[config.mk]
export PLATFORM = sky130hd
export DESIGN_NAME = modport_bridge
export DESIGN_NICKNAME = d
export VERILOG_FILES = /design/src/rtl/bridge_pkg.sv /design/src/rtl/apb_addr_decoder.sv /design/src/rtl/modport_bridge.sv
export SDC_FILE = /design/constraint.sdc
export NUM_CORES = 1
export LEC_CHECK = 0
export BUFFER_PORTS_ARGS = -buffer_cell sky130_fd_sc_hd__buf_2
export CAP_MARGIN = 20
export CORE_MARGIN = 1
export CORE_UTILIZATION = 38
export DETAILED_ROUTE_END_ITERATION = 16
export MAX_ROUTING_LAYER = met4
export PLACE_DENSITY = 0.87
export SYNTH_ARGS = -nofsm -noshare
export SYNTH_HDL_FRONTEND = slang
export SYNTH_SLANG_ARGS = --single-unit
[constraint.sdc]
create_clock -name clock -period 2.25 [get_ports clock]
set_input_delay 0.225 -clock clock [delete_from_list [all_inputs] [get_ports clock]]
set_output_delay 0.225 -clock clock [all_outputs]
set_load 0.03 [all_outputs]
[src/rtl/bridge_pkg.sv]
// Shared types and defaults for the AHB-Lite to APB bridge.
package bridge_pkg;

    typedef enum logic [1:0] {
        IDLE   = 2'd0,
        BUSY   = 2'd1,
        NONSEQ = 2'd2,
        SEQ    = 2'd3
    } htrans_e;

    typedef enum logic [1:0] {
        ST_IDLE   = 2'd0,
        ST_WDATA  = 2'd1,
        ST_SETUP  = 2'd2,
        ST_ACCESS = 2'd3
    } state_e;

    localparam logic [1:0]  HRESP_OKAY          = 2'b00;
    localparam logic [31:0] DEFAULT_BASE_ADDR   = 32'h8000_0000;
    localparam int          DEFAULT_REGION_LOG2 = 26;

endpackage

[src/rtl/apb_addr_decoder.sv]
// Combinational HADDR to one-hot PSEL decode over NUM_SLAVES equal-size regions.
module apb_addr_decoder
    import bridge_pkg::*;
#(
    parameter int                    ADDR_WIDTH  = 32,
    parameter int                    NUM_SLAVES  = 4,
    parameter logic [ADDR_WIDTH-1:0] BASE_ADDR   = DEFAULT_BASE_ADDR,
    parameter int                    REGION_LOG2 = DEFAULT_REGION_LOG2
) (
    input  logic [ADDR_WIDTH-1:0] haddr,
    output logic [NUM_SLAVES-1:0] psel
);

    logic [ADDR_WIDTH-1:0] region;
    logic [ADDR_WIDTH-1:0] base_region;

    assign region      = haddr >> REGION_LOG2;
    assign base_region = BASE_ADDR >> REGION_LOG2;

    // Addresses outside every region leave psel all-zero.
    always_comb begin
        psel = '0;
        for (int i = 0; i < NUM_SLAVES; i++) begin
            psel[i] = (region == (base_region + ADDR_WIDTH'(i)));
        end
    end

endmodule

[src/rtl/modport_bridge.sv]
// AHB-Lite slave to APB master bridge: one SETUP/ACCESS APB transaction per valid AHB transfer.
// state     | meaning
// ST_IDLE   | ready, waiting for a valid address phase
// ST_WDATA  | write data phase, capture HWDATA
// ST_SETUP  | APB setup, PSEL asserted
// ST_ACCESS | APB access, PENABLE high, next address may be accepted
module modport_bridge
    import bridge_pkg::*;
#(
    parameter int                    ADDR_WIDTH  = 32,
    parameter int                    DATA_WIDTH  = 32,
    parameter int                    NUM_SLAVES  = 4,
    parameter logic [ADDR_WIDTH-1:0] BASE_ADDR   = DEFAULT_BASE_ADDR,
    parameter int                    REGION_LOG2 = DEFAULT_REGION_LOG2
) (
    input  logic                  clock,
    input  logic                  HRESET,
    input  logic [ADDR_WIDTH-1:0] HADDR,
    input  logic [1:0]            HTRANS,
    input  logic                  HWRITE,
    input  logic [2:0]            HSIZE,
    input  logic [2:0]            HBURST,
    input  logic [DATA_WIDTH-1:0] HWDATA,
    input  logic                  HSELAPB,
    input  logic                  HREADYin,
    output logic [DATA_WIDTH-1:0] HRDATA,
    output logic                  HREADYout,
    output logic [1:0]            HRESP,
    output logic [ADDR_WIDTH-1:0] PADDR,
    output logic [DATA_WIDTH-1:0] PWDATA,
    output logic                  PWRITE,
    output logic [NUM_SLAVES-1:0] PSEL,
    output logic                  PENABLE,
    input  logic [DATA_WIDTH-1:0] PRDATA
);

    state_e                state_q, state_d;
    logic [ADDR_WIDTH-1:0] addr_q, addr_d;
    logic                  write_q, write_d;
    logic [NUM_SLAVES-1:0] sel_q, sel_d;
    logic [DATA_WIDTH-1:0] wdata_q, wdata_d;
    logic [NUM_SLAVES-1:0] psel_q, psel_d;
    logic                  penable_q, penable_d;
    logic                  hready_q, hready_d;

    logic [NUM_SLAVES-1:0] dec_sel;
    htrans_e               htrans;
    logic                  valid;
    logic                  unused_ctrl;

    assign unused_ctrl = ^{HSIZE, HBURST};
    assign htrans      = htrans_e'(HTRANS);
    assign valid       = HSELAPB & HREADYin & ((htrans == NONSEQ) | (htrans == SEQ));

    apb_addr_decoder #(
        .ADDR_WIDTH (ADDR_WIDTH),
        .NUM_SLAVES (NUM_SLAVES),
        .BASE_ADDR  (BASE_ADDR),
        .REGION_LOG2(REGION_LOG2)
    ) u_decoder (
        .haddr(HADDR),
        .psel (dec_sel)
    );

    always_comb begin
        state_d = state_q;
        addr_d  = addr_q;
        write_d = write_q;
        sel_d   = sel_q;
        wdata_d = wdata_q;
        case (state_q)
            ST_IDLE, ST_ACCESS: begin
                if (valid) begin
                    addr_d  = HADDR;
                    write_d = HWRITE;
                    sel_d   = dec_sel;
                    state_d = HWRITE ? ST_WDATA : ST_SETUP;
                end else begin
                    state_d = ST_IDLE;
                end
            end
            ST_WDATA: begin
                wdata_d = HWDATA;
                state_d = ST_SETUP;
            end
            ST_SETUP: state_d = ST_ACCESS;
            default:  state_d = ST_IDLE;
        endcase

        // Outputs are decoded from the next state so they come straight off flops.
        psel_d    = ((state_d == ST_SETUP) || (state_d == ST_ACCESS)) ? sel_d : '0;
        penable_d = (state_d == ST_ACCESS);
        hready_d  = (state_d == ST_IDLE) || (state_d == ST_ACCESS);
    end

    always_ff @(posedge clock or posedge HRESET) begin
        if (HRESET) begin
            state_q   <= ST_IDLE;
            addr_q    <= '0;
            write_q   <= 1'b0;
            sel_q     <= '0;
            wdata_q   <= '0;
            psel_q    <= '0;
            penable_q <= 1'b0;
            hready_q  <= 1'b1;
        end else begin
            state_q   <= state_d;
            addr_q    <= addr_d;
            write_q   <= write_d;
            sel_q     <= sel_d;
            wdata_q   <= wdata_d;
            psel_q    <= psel_d;
            penable_q <= penable_d;
            hready_q  <= hready_d;
        end
    end

    assign PADDR     = addr_q;
    assign PWRITE    = write_q;
    assign PWDATA    = wdata_q;
    assign PSEL      = psel_q;
    assign PENABLE   = penable_q;
    assign HREADYout = hready_q;
    assign HRESP     = HRESP_OKAY;
    assign HRDATA    = ((state_q == ST_ACCESS) && !write_q && (|sel_q)) ? PRDATA : '0;

endmodule

==> impl_metrics.env <==
export IMPL_worstPathRequired_ns=2.45
export IMPL_slew_headroom=0.620
export IMPL_routabilityCongestion=0.752
export IMPL_crit_fanout=5
export IMPL_outcome="complete, no violations"
export IMPL_fmax_mhz=494
export IMPL_netlist_area_leader_share=0.594
export IMPL_grt_pass1_vias=2725
export IMPL_synth_top_area_cell="dfrtp_1"
export IMPL_r2r_cells=8
export IMPL_port_buffers=204
export IMPL_hp_class="in -> reg"
export IMPL_min_period_ns=2.03
export IMPL_setup_viol=0
export IMPL_hold_viol_final=0
export IMPL_die_area_sq_mm=0.00880
export IMPL_antenna_left=0
export IMPL_synth_cell_area_sq_mm=0.00320
export IMPL_cp_start_kind="flop"
export IMPL_die_x_um=93.8
export IMPL_r2r_end="PSEL[2]"
export IMPL_cts_sinks=77
export IMPL_yosys_most_used_dff="dfrtp_1"
export IMPL_grt_max_degree=46
export IMPL_finalSetupTns_ns=0
export IMPL_syn_to_final_growth_pct=41.5
export IMPL_hpwl_um=6710
export IMPL_grt_usage=0.202
export IMPL_synthTopCellsByArea="dfrtp_1 (59%), nand2_1 (13%), mux2_2 (11%)"
export IMPL_drcViolationCount=0
export IMPL_pwr_density_cell_mw_per_mm2=1390
export IMPL_whs_ns=0.0772
export IMPL_seq_area_frac_synth=0.602
export IMPL_h_tree_depth=3
export IMPL_io_pins=214
export IMPL_design_area_sq_mm=0.00453
export IMPL_nets=612
export IMPL_clkLatencyLatePin_ns=0.34
export IMPL_r2r_slack_ns=0.22
export IMPL_drt_pass1_iterations=4
export IMPL_place_inst=591
export IMPL_synthTopCellsByCount="nand2_1 (107), dfrtp_1 (76), and2_1 (32), mux2_2 (30), clkbuf_1 (8)"
export IMPL_r2r_start="state_q[0]"
export IMPL_setup_worst_path_start="state_q[0]"
export IMPL_drive_above_1_share=0.519
export IMPL_clockRootBuffer="clkbuf_8"
export IMPL_post_dp_cell_area_sq_mm=0.00433
export IMPL_maxSlewViolCount=0
export IMPL_antenna_found_initial=1
export IMPL_worst_pin_slew_ns=0.569
export IMPL_chipHeight_um=93.8
export IMPL_cts_buffer_depth=2
export IMPL_clk_pin_slew_ns=0.08
export IMPL_drt_initial_drc_count=71
export IMPL_synthCells=293
export IMPL_skew_ns=0.0109
export IMPL_overflow=0
export IMPL_ys_async_sr_fraction=1.00
export IMPL_maxCapViolations=0
export IMPL_rsz0062_at_grt="false"
export IMPL_routed_wl_um=8620
export IMPL_vdd_ir_drop_max_v=0.000653
export IMPL_ys_seq_elements=77
export IMPL_endpoint_kind="flop"
export IMPL_synth_edf_count=0
export IMPL_fin_cells=609
export IMPL_arrival_ns=2.22
export IMPL_syn_mean_instance_area_sq_um=10.9
export IMPL_cts_tree="built"
export IMPL_finalCritPeriodShare=0.900
export IMPL_drt_vias_per_instance=4.59
export IMPL_cts_resized=0
export IMPL_route_vias_total=2793
export IMPL_wl_per_cell_um=14.2
export IMPL_crit_end="PSEL[2]"
export IMPL_p_leak_uw=0.00259
export IMPL_core_sq_mm=0.00818
export IMPL_crit_type="reg -> reg"
export IMPL_yosysWarnings=0
export IMPL_grt_pass1_wl_um=13000
export IMPL_cts_buffers=9
export IMPL_synth_cell_type_count=27
export IMPL_fillers=749
export IMPL_rows=33
export IMPL_start_util=0.392
export IMPL_yosysMostFrequentCell="nand2_1"
## kinds of logic after synthesis
group / share of synthesized area
and+or+nand+nor: 0.221
muxes: 0.112
AOI/OAI and AO/OA: 0.0129
other: 0.00117
adders and majority gates: 0.0195
DFF: 0.602
buffers and inverters: 0.0316
## sequential cells by signal, indices dropped and copies added, names as in the netlist
signal     cells
sel_q          4
HREADYout      1
PADDR         32
PENABLE        1
PSEL           4
state_q        2
PWDATA        32
PWRITE         1
## worst min path at each step
stage          slack (ns)          to  startpoint  depth (start not counted)
2_1_floorplan        0.33    PADDR[0]    HADDR[0]                          2
3_3_place_gp         0.29  PWDATA[28]      HRESET                          2
3_5_place_dp         0.31  PWDATA[26]      HRESET                          2
4_1_cts              0.05    PADDR[8]    HADDR[8]                          3
5_1_grt              0.07    PADDR[4]    HADDR[4]                          3
6_report             0.08    PADDR[8]    HADDR[8]                          3
## layout by cell type, fill, tap and decap left out, types with 2 or more instances in the layout
cell	n
clkinvlp_4	2
o21ai_0	2
buf_2	204
and2_1	32
conb_1	2
inv_1	3
buf_4	4
clkbuf_8	9
ha_1	5
a21oi_1	3
mux2_1	2
nand2_1	107
nand4b_1	2
clkinv_2	3
mux2_2	30
dfrtp_1	76
## power breakdown
part | internal, uW | switching [uW]
logic | 958 | 2020
registers | 2000 | 310
clock network | 511 | 493
total | 3470 | 2830
## critical path, cell delays in order, from the launching register on
cell     delay [ns]
dfrtp_1        0.38
inv_1          0.05
ha_1           0.35
and4_1         0.22
nand2_1        0.12
o21ai_0        0.15
ha_1           0.24
nor2_1         0.30
a21oi_1        0.08
## through the flow
step / worst slack (ns) / power (uW) / util
6_report: 0.224 / 6300 / 0.555
2_1_floorplan: 0.0600 / 4370 / -
4_1_cts: 0.221 / 6370 / 0.554
3_3_place_gp: 0.405 / 5240 / 0.530
5_1_grt: 0.0671 / 6670 / 0.555
3_5_place_dp: 0.255 / 5350 / 0.530
## metal layers
layer,track usage,share of wire,vias up
met3,0.0299,0.069,10
met5,-,0,-
li1,-,-,1340
met2,0.367,0.54,124
met1,0.226,0.37,1319
met4,0.0667,0.014,0
## area by class of cell
| type | instances | area [sq um] | share of cell area |
|---|---|---|---|
| Tap cell | 105 | 131 | 0.0290 |
| Clock inverter | 6 | 63.8 | 0.0141 |
| Timing Repair Buffer | 210 | 1080 | 0.238 |
| Inverter | 4 | 16.3 | 0.00359 |
| Sequential cell | 77 | 1930 | 0.425 |
| Antenna cell | 1 | 2.50 | 0.000552 |
| Multi-Input combinational cell | 196 | 1180 | 0.261 |
| Clock buffer | 10 | 128 | 0.0281 |
## what timing repair did
item,4_1_cts,5_1_grt
hold endpoints to repair,32,0
hold buffers,1,0
setup buffers,0,0
(Power assumes the default switching activity.)
